`src/rtl/pong_game_fsm_if.sv`:
```
// rtl/pong_game_fsm_if.sv - game-control signal bundle between the pong datapath and its FSM
interface pong_game_fsm_if #(
   parameter int SCORE_W   = 4,
   parameter int MAX_SPEED = 3
);
   localparam int SPD_W = $clog2(MAX_SPEED + 1);

   logic               frame_tick;
   logic               start;
   logic               player_collision;
   logic               ai_collision;
   logic               player_scored;
   logic               ai_scored;
   logic               ball_too_high;
   logic               ball_too_low;
   logic               x_dir;
   logic               y_dir;
   logic               en_ball;
   logic               ball_reset;
   logic [SCORE_W-1:0] player_score;
   logic [SCORE_W-1:0] ai_score;
   logic [SPD_W-1:0]   speed;
   logic               game_over;
   logic               winner;

   modport master (
      output frame_tick, start, player_collision, ai_collision,
             player_scored, ai_scored, ball_too_high, ball_too_low,
      input  x_dir, y_dir, en_ball, ball_reset, player_score, ai_score,
             speed, game_over, winner
   );

   modport slave (
      input  frame_tick, start, player_collision, ai_collision,
             player_scored, ai_scored, ball_too_high, ball_too_low,
      output x_dir, y_dir, en_ball, ball_reset, player_score, ai_score,
             speed, game_over, winner
   );
endinterface

```
`src/rtl/pong_game_fsm.sv`:
```
// rtl/pong_game_fsm.sv - pong game sequencer: serve timing, ball direction, scoring, speed levels
module pong_game_fsm #(
   parameter int SCORE_W        = 4,
   parameter int WIN_SCORE      = 7,
   parameter int SERVE_DELAY    = 60,
   parameter int HITS_PER_LEVEL = 4,
   parameter int MAX_SPEED      = 3
) (
   input  logic            clk,
   input  logic            reset,
   pong_game_fsm_if.slave  bus
);
   localparam int SPD_W = $clog2(MAX_SPEED + 1);
   localparam int SRV_W = $clog2(SERVE_DELAY + 1);
   localparam int RAL_W = $clog2(HITS_PER_LEVEL + 1);

   localparam logic [SRV_W-1:0]   SERVE_LAST = SRV_W'(SERVE_DELAY - 1);
   localparam logic [RAL_W-1:0]   HITS_LAST  = RAL_W'(HITS_PER_LEVEL - 1);
   localparam logic [SCORE_W-1:0] WIN        = SCORE_W'(WIN_SCORE);
   localparam logic [SPD_W-1:0]   SPD_MAX    = SPD_W'(MAX_SPEED);
   localparam logic [SPD_W-1:0]   SPD_ONE    = SPD_W'(1);

   typedef enum logic [2:0] {IDLE, SERVE, PLAY, SCORED, OVER} state_t;

   state_t             state_q, state_d;
   logic               x_q, x_d, y_q, y_d, br_q, br_d, go_q, go_d, win_q, win_d;
   logic [SCORE_W-1:0] ps_q, ps_d, as_q, as_d;
   logic [SPD_W-1:0]   spd_q, spd_d;
   logic [RAL_W-1:0]   rally_q, rally_d;
   logic [SRV_W-1:0]   serve_q, serve_d;
   logic               hit;

   // A paddle only counts when the ball is travelling toward it, so a
   // collision held for several cycles bounces exactly once.
   assign hit = (bus.player_collision && !x_q) || (bus.ai_collision && x_q);

   always_comb begin
      state_d = state_q;
      x_d     = x_q;
      y_d     = y_q;
      ps_d    = ps_q;
      as_d    = as_q;
      spd_d   = spd_q;
      rally_d = rally_q;
      serve_d = serve_q;
      win_d   = win_q;
      unique case (state_q)
         IDLE, OVER: begin
            if (bus.start) begin
               state_d = SERVE;
               ps_d    = '0;
               as_d    = '0;
               win_d   = 1'b0;
            end
         end
         SERVE: begin
            if (bus.frame_tick) begin
               if (serve_q == SERVE_LAST) begin
                  state_d = PLAY;
                  serve_d = '0;
               end else begin
                  serve_d = serve_q + 1'b1;
               end
            end
         end
         PLAY: begin
            if (bus.player_scored || bus.ai_scored) begin
               state_d = SCORED;
               if (bus.player_scored && !bus.ai_scored) begin
                  ps_d = ps_q + 1'b1;
                  x_d  = 1'b0;
               end else if (bus.ai_scored && !bus.player_scored) begin
                  as_d = as_q + 1'b1;
                  x_d  = 1'b1;
               end
            end else if (hit) begin
               x_d = !x_q;
               if (rally_q == HITS_LAST) begin
                  rally_d = '0;
                  if (spd_q != SPD_MAX) spd_d = spd_q + 1'b1;
               end else begin
                  rally_d = rally_q + 1'b1;
               end
            end else if (bus.ball_too_high != bus.ball_too_low) begin
               y_d = bus.ball_too_high;
            end
         end
         SCORED: state_d = (ps_q == WIN || as_q == WIN) ? OVER : SERVE;
         default: state_d = IDLE;
      endcase

      if (state_d == SERVE && state_q != SERVE) begin
         spd_d   = SPD_ONE;
         rally_d = '0;
         serve_d = '0;
      end
      if (state_d == OVER && state_q != OVER) win_d = (ps_d == WIN);
      go_d = (state_d == OVER);
      br_d = (state_d != PLAY);
   end

   always_ff @(posedge clk or negedge reset) begin
      if (!reset) begin
         state_q <= IDLE;
         x_q     <= 1'b1;
         y_q     <= 1'b0;
         br_q    <= 1'b1;
         go_q    <= 1'b0;
         win_q   <= 1'b0;
         ps_q    <= '0;
         as_q    <= '0;
         spd_q   <= SPD_ONE;
         rally_q <= '0;
         serve_q <= '0;
      end else begin
         state_q <= state_d;
         x_q     <= x_d;
         y_q     <= y_d;
         br_q    <= br_d;
         go_q    <= go_d;
         win_q   <= win_d;
         ps_q    <= ps_d;
         as_q    <= as_d;
         spd_q   <= spd_d;
         rally_q <= rally_d;
         serve_q <= serve_d;
      end
   end

   assign bus.x_dir        = x_q;
   assign bus.y_dir        = y_q;
   assign bus.ball_reset   = br_q;
   assign bus.game_over    = go_q;
   assign bus.winner       = win_q;
   assign bus.player_score = ps_q;
   assign bus.ai_score     = as_q;
   assign bus.speed        = spd_q;
   assign bus.en_ball      = bus.frame_tick && (state_q == PLAY);
endmodule

```
`src/flat_wrapper.sv`:
```
// flat-port wrapper written by rule: the top's interface ports become plain ports
module pong_game_fsm_flat 
#(
   parameter int SCORE_W        = 4,
   parameter int WIN_SCORE      = 7,
   parameter int SERVE_DELAY    = 60,
   parameter int HITS_PER_LEVEL = 4,
   parameter int MAX_SPEED      = 3
)
  (clk, reset, bus_frame_tick, bus_start, bus_player_collision, bus_ai_collision, bus_player_scored, bus_ai_scored, bus_ball_too_high, bus_ball_too_low, bus_x_dir, bus_y_dir, bus_en_ball, bus_ball_reset, bus_player_score, bus_ai_score, bus_speed, bus_game_over, bus_winner);
  pong_game_fsm_if #(.SCORE_W(SCORE_W), .MAX_SPEED(MAX_SPEED)) bus_i ();
  input  logic clk;
  input  logic reset;
  input wire logic [$bits(bus_i.frame_tick)-1:0] bus_frame_tick;
  input wire logic [$bits(bus_i.start)-1:0] bus_start;
  input wire logic [$bits(bus_i.player_collision)-1:0] bus_player_collision;
  input wire logic [$bits(bus_i.ai_collision)-1:0] bus_ai_collision;
  input wire logic [$bits(bus_i.player_scored)-1:0] bus_player_scored;
  input wire logic [$bits(bus_i.ai_scored)-1:0] bus_ai_scored;
  input wire logic [$bits(bus_i.ball_too_high)-1:0] bus_ball_too_high;
  input wire logic [$bits(bus_i.ball_too_low)-1:0] bus_ball_too_low;
  output wire logic [$bits(bus_i.x_dir)-1:0] bus_x_dir;
  output wire logic [$bits(bus_i.y_dir)-1:0] bus_y_dir;
  output wire logic [$bits(bus_i.en_ball)-1:0] bus_en_ball;
  output wire logic [$bits(bus_i.ball_reset)-1:0] bus_ball_reset;
  output wire logic [$bits(bus_i.player_score)-1:0] bus_player_score;
  output wire logic [$bits(bus_i.ai_score)-1:0] bus_ai_score;
  output wire logic [$bits(bus_i.speed)-1:0] bus_speed;
  output wire logic [$bits(bus_i.game_over)-1:0] bus_game_over;
  output wire logic [$bits(bus_i.winner)-1:0] bus_winner;
  assign bus_i.frame_tick = bus_frame_tick;
  assign bus_i.start = bus_start;
  assign bus_i.player_collision = bus_player_collision;
  assign bus_i.ai_collision = bus_ai_collision;
  assign bus_i.player_scored = bus_player_scored;
  assign bus_i.ai_scored = bus_ai_scored;
  assign bus_i.ball_too_high = bus_ball_too_high;
  assign bus_i.ball_too_low = bus_ball_too_low;
  assign bus_x_dir = bus_i.x_dir;
  assign bus_y_dir = bus_i.y_dir;
  assign bus_en_ball = bus_i.en_ball;
  assign bus_ball_reset = bus_i.ball_reset;
  assign bus_player_score = bus_i.player_score;
  assign bus_ai_score = bus_i.ai_score;
  assign bus_speed = bus_i.speed;
  assign bus_game_over = bus_i.game_over;
  assign bus_winner = bus_i.winner;
  pong_game_fsm #(.SCORE_W(SCORE_W), .WIN_SCORE(WIN_SCORE), .SERVE_DELAY(SERVE_DELAY), .HITS_PER_LEVEL(HITS_PER_LEVEL), .MAX_SPEED(MAX_SPEED)) u_core (.clk(clk), .reset(reset), .bus(bus_i));
endmodule
```
`config.mk`:
```
export PLATFORM = sky130hd
export DESIGN_NAME = pong_game_fsm_flat
export DESIGN_NICKNAME = d
export VERILOG_FILES = /design/src/rtl/pong_game_fsm_if.sv /design/src/rtl/pong_game_fsm.sv /design/src/flat_wrapper.sv
export SDC_FILE = /design/constraint.sdc
export NUM_CORES = 1
export LEC_CHECK = 0
export ABC_AREA = 1
export CORE_MARGIN = 5
export CORE_UTILIZATION = 45
export DETAILED_ROUTE_END_ITERATION = 8
export GPL_TIMING_DRIVEN = 0
export HOLD_SLACK_MARGIN = 0.05
export PLACE_DENSITY = 0.69
export SLEW_MARGIN = 10
export SYNTH_ARGS = -nofsm -noshare
export SYNTH_HDL_FRONTEND = slang
export SYNTH_SLANG_ARGS = --single-unit
```
`constraint.sdc`:
```
create_clock -name clk -period 1.7 [get_ports clk]
set_input_delay 0.425 -clock clk [delete_from_list [all_inputs] [get_ports clk]]
set_output_delay 0.425 -clock clk [all_outputs]
set_load 0.01 [all_outputs]
```
==> results of run 1 <==
-- worst reg2reg max path: stages, from the launching register on --
cell and delay [ps]:
dfrtp_1 410, buf_4 140, ha_1 200, nand3_1 120
o21ai_2 70, inv_1 50, nand3_1 100, nand2_4 150
inv_1 100, nand4_1 80, nand2_1 50
-- sequential cells by signal (all words and copies together) (netlist names) --
signal,flops
u_core.bus.y_dir,1
u_core.bus.player_score,4
u_core.bus.ai_score,4
u_core.bus.ball_reset,1
u_core.bus.winner,1
u_core.serve_q,6
u_core.bus.x_dir,1
u_core.state_q,3
u_core.bus.speed,2
u_core.rally_q,3
u_core.bus.game_over,1
-- worst max path at each step --
stage,start,end,slack (ps),cells after the start
after floorplan,u_core.bus.player_score[0]$_DFF_PN0_,u_core.serve_q[0]$_DFFE_PN0P_,270,9
after global placement,bus_frame_tick,bus_en_ball,-370,4
after detailed placement,bus_frame_tick,bus_en_ball,-370,4
after CTS,u_core.state_q[0]$_DFF_PN0_,bus_en_ball,-100,4
after global routing,u_core.bus.game_over$_DFF_PN0_,bus_game_over,-30,1
final,u_core.bus.game_over$_DFF_PN0_,bus_game_over,30,1
-- kinds of logic after synthesis --
family | after synthesis
flops | 27
compound gates | 19
simple gates | 100
xor+xnor | 6
buf+inv | 28
fa+ha+maj | 5
mux | 1
-- cell usage after synthesis, types with 2 or more instances --
cell type / n / area [µm²]
inv_2: 4 / 15.0
ha_1: 5 / 62.6
nand3_1: 26 / 130
nor3_1: 3 / 15.0
dfrtp_1: 24 / 601
xnor2_1: 2 / 17.5
dfstp_2: 3 / 78.8
nand3_4: 2 / 35.0
o21ai_0: 6 / 30.0
xor2_1: 4 / 35.0
nor2_1: 13 / 48.8
a21oi_1: 7 / 35.0
o31ai_1: 2 / 15.0
inv_1: 22 / 82.6
o21ai_2: 2 / 17.5
nand2_2: 3 / 18.8
nand4_1: 4 / 25.0
nand2_1: 44 / 165
-- area by class of cell --
| class | count | area (µm²) |
|---|---|---|
| clock buffers | 3 | 22.5 |
| clock inverters | 1 | 5.00 |
| fillers | 300 | 1320 |
| inverters | 28 | 109 |
| multi-input cells | 131 | 737 |
| flip-flops and latches | 27 | 681 |
| well taps | 46 | 57.6 |
| repair buffers | 40 | 355 |
-- through the flow --
stage	TNS, ps	utilization, %	total power, µW	setup WS (ps)
6_report	0	59.9	1470	30.4
5_1_grt	-48.7	59.9	1570	-28.3
4_1_cts	-104	58.3	1470	-104
3_5_place_dp	-6770	55.1	1150	-372
3_3_place_gp	-5110	55.1	1130	-366
2_1_floorplan	0	-	1000	271
-- power by group through the flow --
stage	clock, µW	sequential [µW]	combinational (µW)
6_report	292	783	392
5_1_grt	340	795	435
4_1_cts	297	783	388
3_5_place_dp	0	816	333
3_3_place_gp	0	811	321
2_1_floorplan	0	809	194
-- timing repair --
action / CTS / global route
gates cloned: 0 / 0
pin swaps: 1 / 1
buffers inserted: 11 / 4
gates resized for setup: 13 / 11
setup endpoints to repair: 13 / 13
-- metal layers --
layer  vias to the layer above  global-route usage, %  part of all wire [%]
met1                       648                   18.5                    46
met4                         0                   5.96                   2.2
met3                         5                   1.66                   3.7
met2                        30                   29.2                    49
li1                        696                      -                     -
met5                         -                      0                     0
==> impl_metrics.env, run 1 <==
export IMPL_cts_hold_buf=0
export IMPL_num_rows=21
export IMPL_io_pins=26
export IMPL_power_frac_seq_pct=53.4
export IMPL_grt_max_degree=28
export IMPL_die_area_um2=4590
export IMPL_die_w_um=67.8
export IMPL_p_per_area_nw_per_um2=746
export IMPL_synth_cell_type_count=28
export IMPL_synth_simple_gate_area_share_pct=31.6
export IMPL_layout_common_cells="44 x nand2_1, 26 x nand3_1, 23 x dfrtp_1"
export IMPL_hold_ws_ps=77.4
export IMPL_finalMaxSlewViolations=0
export IMPL_grt_usage_pct=15.8
export IMPL_syn_avg_cell_area_um2=8.08
export IMPL_p_int_uw=988
export IMPL_worst_r2r_cell_count=10
export IMPL_synth_edf_count=0
export IMPL_crit_buf_inv=1
export IMPL_ant_nets=0
export IMPL_critPathKind="register to primary output"
export IMPL_place_area_um2=1810
export IMPL_cp_slowest_stage_delay_ps=530
export IMPL_numClockSinks=27
export IMPL_avgViaCountPerCell=5.00
export IMPL_place_inst=257
export IMPL_clkPwrFrac_pct=19.9
export IMPL_hold_class="input pin to async pin"
export IMPL_setup_violations=0
export IMPL_layout_commonest_cell="nand2_1"
export IMPL_crit_path_cell_trace="clkdlybuf4s50_1"
export IMPL_htreeDepth=1
export IMPL_route_detailed_drc=0
export IMPL_crit_required_ps=1270
export IMPL_ys_ff_latch=27
export IMPL_reg2reg_to="u_core.serve_q[5]$_DFFE_PN0P_"
export IMPL_first_global_vias=1342
export IMPL_swShare_pct=32.7
export IMPL_finalWirelength_um=3410
export IMPL_vias=1379
export IMPL_worst_slew_pin_slew_ps=639
export IMPL_yosysWarningCount=0
export IMPL_ff2ff_setup_slack_ps=150
export IMPL_cpMaxStageDelayCell="clkdlybuf4s50_1"
export IMPL_status="finished clean"
export IMPL_syn_cell_area_um2=1500
export IMPL_arrival_ps=1240
export IMPL_timing_rr_start="u_core.bus.player_score[1]$_DFF_PN0_"
export IMPL_place_gp_congestion=0.781
export IMPL_die_h_um=67.8
export IMPL_num_antenna_cells=0
export IMPL_maxCapViolCount=0
export IMPL_antenna_found_initial=0
export IMPL_path_clk_slew_ps=150
export IMPL_drive_gt1_share_pct=19.1
export IMPL_p_sw_uw=479
export IMPL_fmax_mhz=599
export IMPL_final_area_um2=1970
export IMPL_synth_fa_ha_area_share_pct=4.16
export IMPL_vdd_drop_max_mv=0.425
export IMPL_cts_buffer_depth=2
export IMPL_syn_inst=186
export IMPL_root_buffer="clkbuf_4"
export IMPL_synth_top_family_by_area="simple AND/OR/NAND/NOR gates"
export IMPL_path_max_fanout=1
export IMPL_cts_buffers=3
export IMPL_synth_compound_area_share_pct=7.49
export IMPL_ys_async_sr_fraction_pct=100
export IMPL_final_period_utilization_pct=98.2
export IMPL_synthXorXnorAreaFrac_pct=3.50
export IMPL_synthMuxAreaShare_pct=0.749
export IMPL_crit_path_end_kind="primary output"
export IMPL_start_kind="register"
export IMPL_pwr_share_comb_pct=26.7
export IMPL_dp_hpwl_um=2380
export IMPL_power_leakage_uw=0.00108
export IMPL_drt_iter0_markers=37
export IMPL_wire_per_inst_um=12.4
export IMPL_slew_headroom_pct=57.4
export IMPL_stdcell_count=276
export IMPL_yosys_most_used_dff="dfrtp_1"
export IMPL_clock_skew_ps=6.61
export IMPL_drt_pass1_iter_count=4
export IMPL_path_delay_family="buffers and inverters"
export IMPL_grt_pass1_wl_um=5570
export IMPL_nNetsFinal=246
export IMPL_start_util_pct=45.8
export IMPL_hold_viol_final=0
export IMPL_ys_seq_area_share_pct=45.2
export IMPL_cts_tree="built"
export IMPL_syn_num_nets=201
export IMPL_overflow=0
export IMPL_layout_min_cycle_time_ps=1670
export IMPL_portBuffers=25
export IMPL_areaGrowthSynthToFinish_pct=30.9
export IMPL_worstSkewPairLatency_ps=350
export IMPL_core_um2=3280
Power figures use the tool's default switching activity.
==> run 2: changes to the inputs <==
CORE_MARGIN = not set   (was 5)
==> impl_metrics.env, run 2 (same netlist as run 1, synthesis figures left out) <==
export IMPL_status="finished clean"
export IMPL_arrival_ps=1200
export IMPL_dp_hpwl_um=2310
export IMPL_largest_reg_flops=6
export IMPL_grt_pass1_wl_um=5590
export IMPL_layout_commonest_cell="nand2_1"
export IMPL_rsz0062_at_grt="false"
export IMPL_avgViaCountPerCell=4.96
export IMPL_die_h_um=59.8
export IMPL_crit_path_cell_trace="clkdlybuf4s50_1"
export IMPL_route_detailed_drc=0
export IMPL_io_pins=26
export IMPL_critPathKind="register to primary output"
export IMPL_drt_pass1_iter_count=6
export IMPL_worst_r2r_cell_count=11
export IMPL_cts_tree="built"
export IMPL_areaGrowthSynthToFinish_pct=30.5
export IMPL_place_gp_congestion=0.861
export IMPL_ant_nets=0
export IMPL_core_um2=3100
export IMPL_wire_per_inst_um=11.8
export IMPL_crit_path_end_kind="primary output"
export IMPL_root_buffer="clkbuf_4"
export IMPL_finalMaxSlewViolations=0
export IMPL_cts_buffers=3
export IMPL_hold_ws_ps=59.5
export IMPL_die_w_um=59.8
export IMPL_clock_skew_ps=16.0
export IMPL_num_rows=20
export IMPL_cpMaxStageDelayCell="clkdlybuf4s50_1"
export IMPL_drive_gt1_share_pct=19.2
export IMPL_cts_buffer_depth=2
export IMPL_setup_violations=0
export IMPL_p_per_area_nw_per_um2=744
export IMPL_path_clk_slew_ps=150
export IMPL_htreeDepth=1
export IMPL_dp_slack_ps=-339
export IMPL_layout_common_cells="43 x nand2_1, 26 x nand3_1, 23 x dfrtp_1"
export IMPL_num_antenna_cells=0
export IMPL_grt_max_degree=28
export IMPL_path_max_fanout=2
export IMPL_layout_setup_ws_ps=72.8
export IMPL_start_util_pct=48.4
export IMPL_path_delay_family="buffers and inverters"
export IMPL_hold_viol_final=0
export IMPL_drt_iter0_markers=49
export IMPL_worstSkewPairLatency_ps=330
export IMPL_final_period_utilization_pct=95.7
export IMPL_hold_class="input pin to async pin"
export IMPL_antenna_found_initial=0
export IMPL_vias=1355
export IMPL_fmax_mhz=615
export IMPL_top_register="u_core.serve_q"
export IMPL_crit_buf_inv=1
export IMPL_worst_slew_pin_slew_ps=568
export IMPL_cp_slowest_stage_delay_ps=530
export IMPL_finalWirelength_um=3220
export IMPL_layout_min_cycle_time_ps=1630
export IMPL_numClockSinks=27
export IMPL_grt_usage_pct=20.6
export IMPL_cp_depth=1
export IMPL_nNetsFinal=245
export IMPL_maxCapViolCount=0
export IMPL_power_leakage_uw=0.00109
export IMPL_die_area_um2=3570
export IMPL_portBuffers=25
export IMPL_start_kind="register"
export IMPL_overflow=0
export IMPL_crit_required_ps=1270
export IMPL_slew_headroom_pct=62.2
export IMPL_vdd_drop_max_mv=0.724
export IMPL_first_global_vias=1283
[run 2: where the power goes]
group | switching (µW) | internal, µW
clock network | 186 | 91.9
registers | 70.8 | 713
logic | 204 | 192
total | 461 | 997
[run 2: path summary, 6_finish.rpt]
check                                                        to  slack [ps]                            startpoint
setup / recovery                                      bus_y_dir          70          u_core.bus.y_dir$_DFFE_PN0P_
hold / removal             u_core.bus.player_score[2]$_DFF_PN0_          60                                 reset
setup reg to reg                  u_core.serve_q[1]$_DFFE_PN0P_         140  u_core.bus.player_score[3]$_DFF_PN0_
hold reg to reg                    u_core.bus.y_dir$_DFFE_PN0P_         520          u_core.bus.y_dir$_DFFE_PN0P_
max in group asynchronous           u_core.state_q[2]$_DFF_PN0_        1240                                 reset
min in group clk                   u_core.bus.y_dir$_DFFE_PN0P_         520          u_core.bus.y_dir$_DFFE_PN0P_
[run 2: layout make-up]
class | instances | area, µm²
fillers | 295 | 1140
multi-input cells | 131 | 739
flip-flops and latches | 27 | 681
repair buffers | 39 | 350
inverters | 28 | 109
well taps | 44 | 55.1
clock buffers | 4 | 26.3
[run 2: stage by stage]
| stage | setup TNS, ps | util [%] | total power (µW) | instance area, µm² | std cells |
|---|---|---|---|---|---|
| floorplan | 0 | - | 1000 | 1500 | 186 |
| global placement | -4960 | 58.3 | 1130 | 1810 | 255 |
| detailed placement | -5110 | 58.3 | 1150 | 1810 | 255 |
| CTS | -85.7 | 61.5 | 1460 | 1910 | 269 |
| global route | 0 | 63.2 | 1570 | 1960 | 273 |
| finish | 0 | 63.2 | 1460 | 1960 | 273 |
[run 2: timing repair]
item,CTS,global route
buffers inserted,10,4
cloned,0,0
hold buffers,0,0
pin swaps,1,2
setup endpoints to repair,19,13
gates resized for setup,14,13
[run 2: layer usage]
layer	GRT usage [%]	vias to the layer above	wire (µm)
met5	0	-	0
met4	3.32	0	16
met3	4.55	2	104
met2	35.9	20	1640
met1	26.6	645	1460
li1	-	688	-
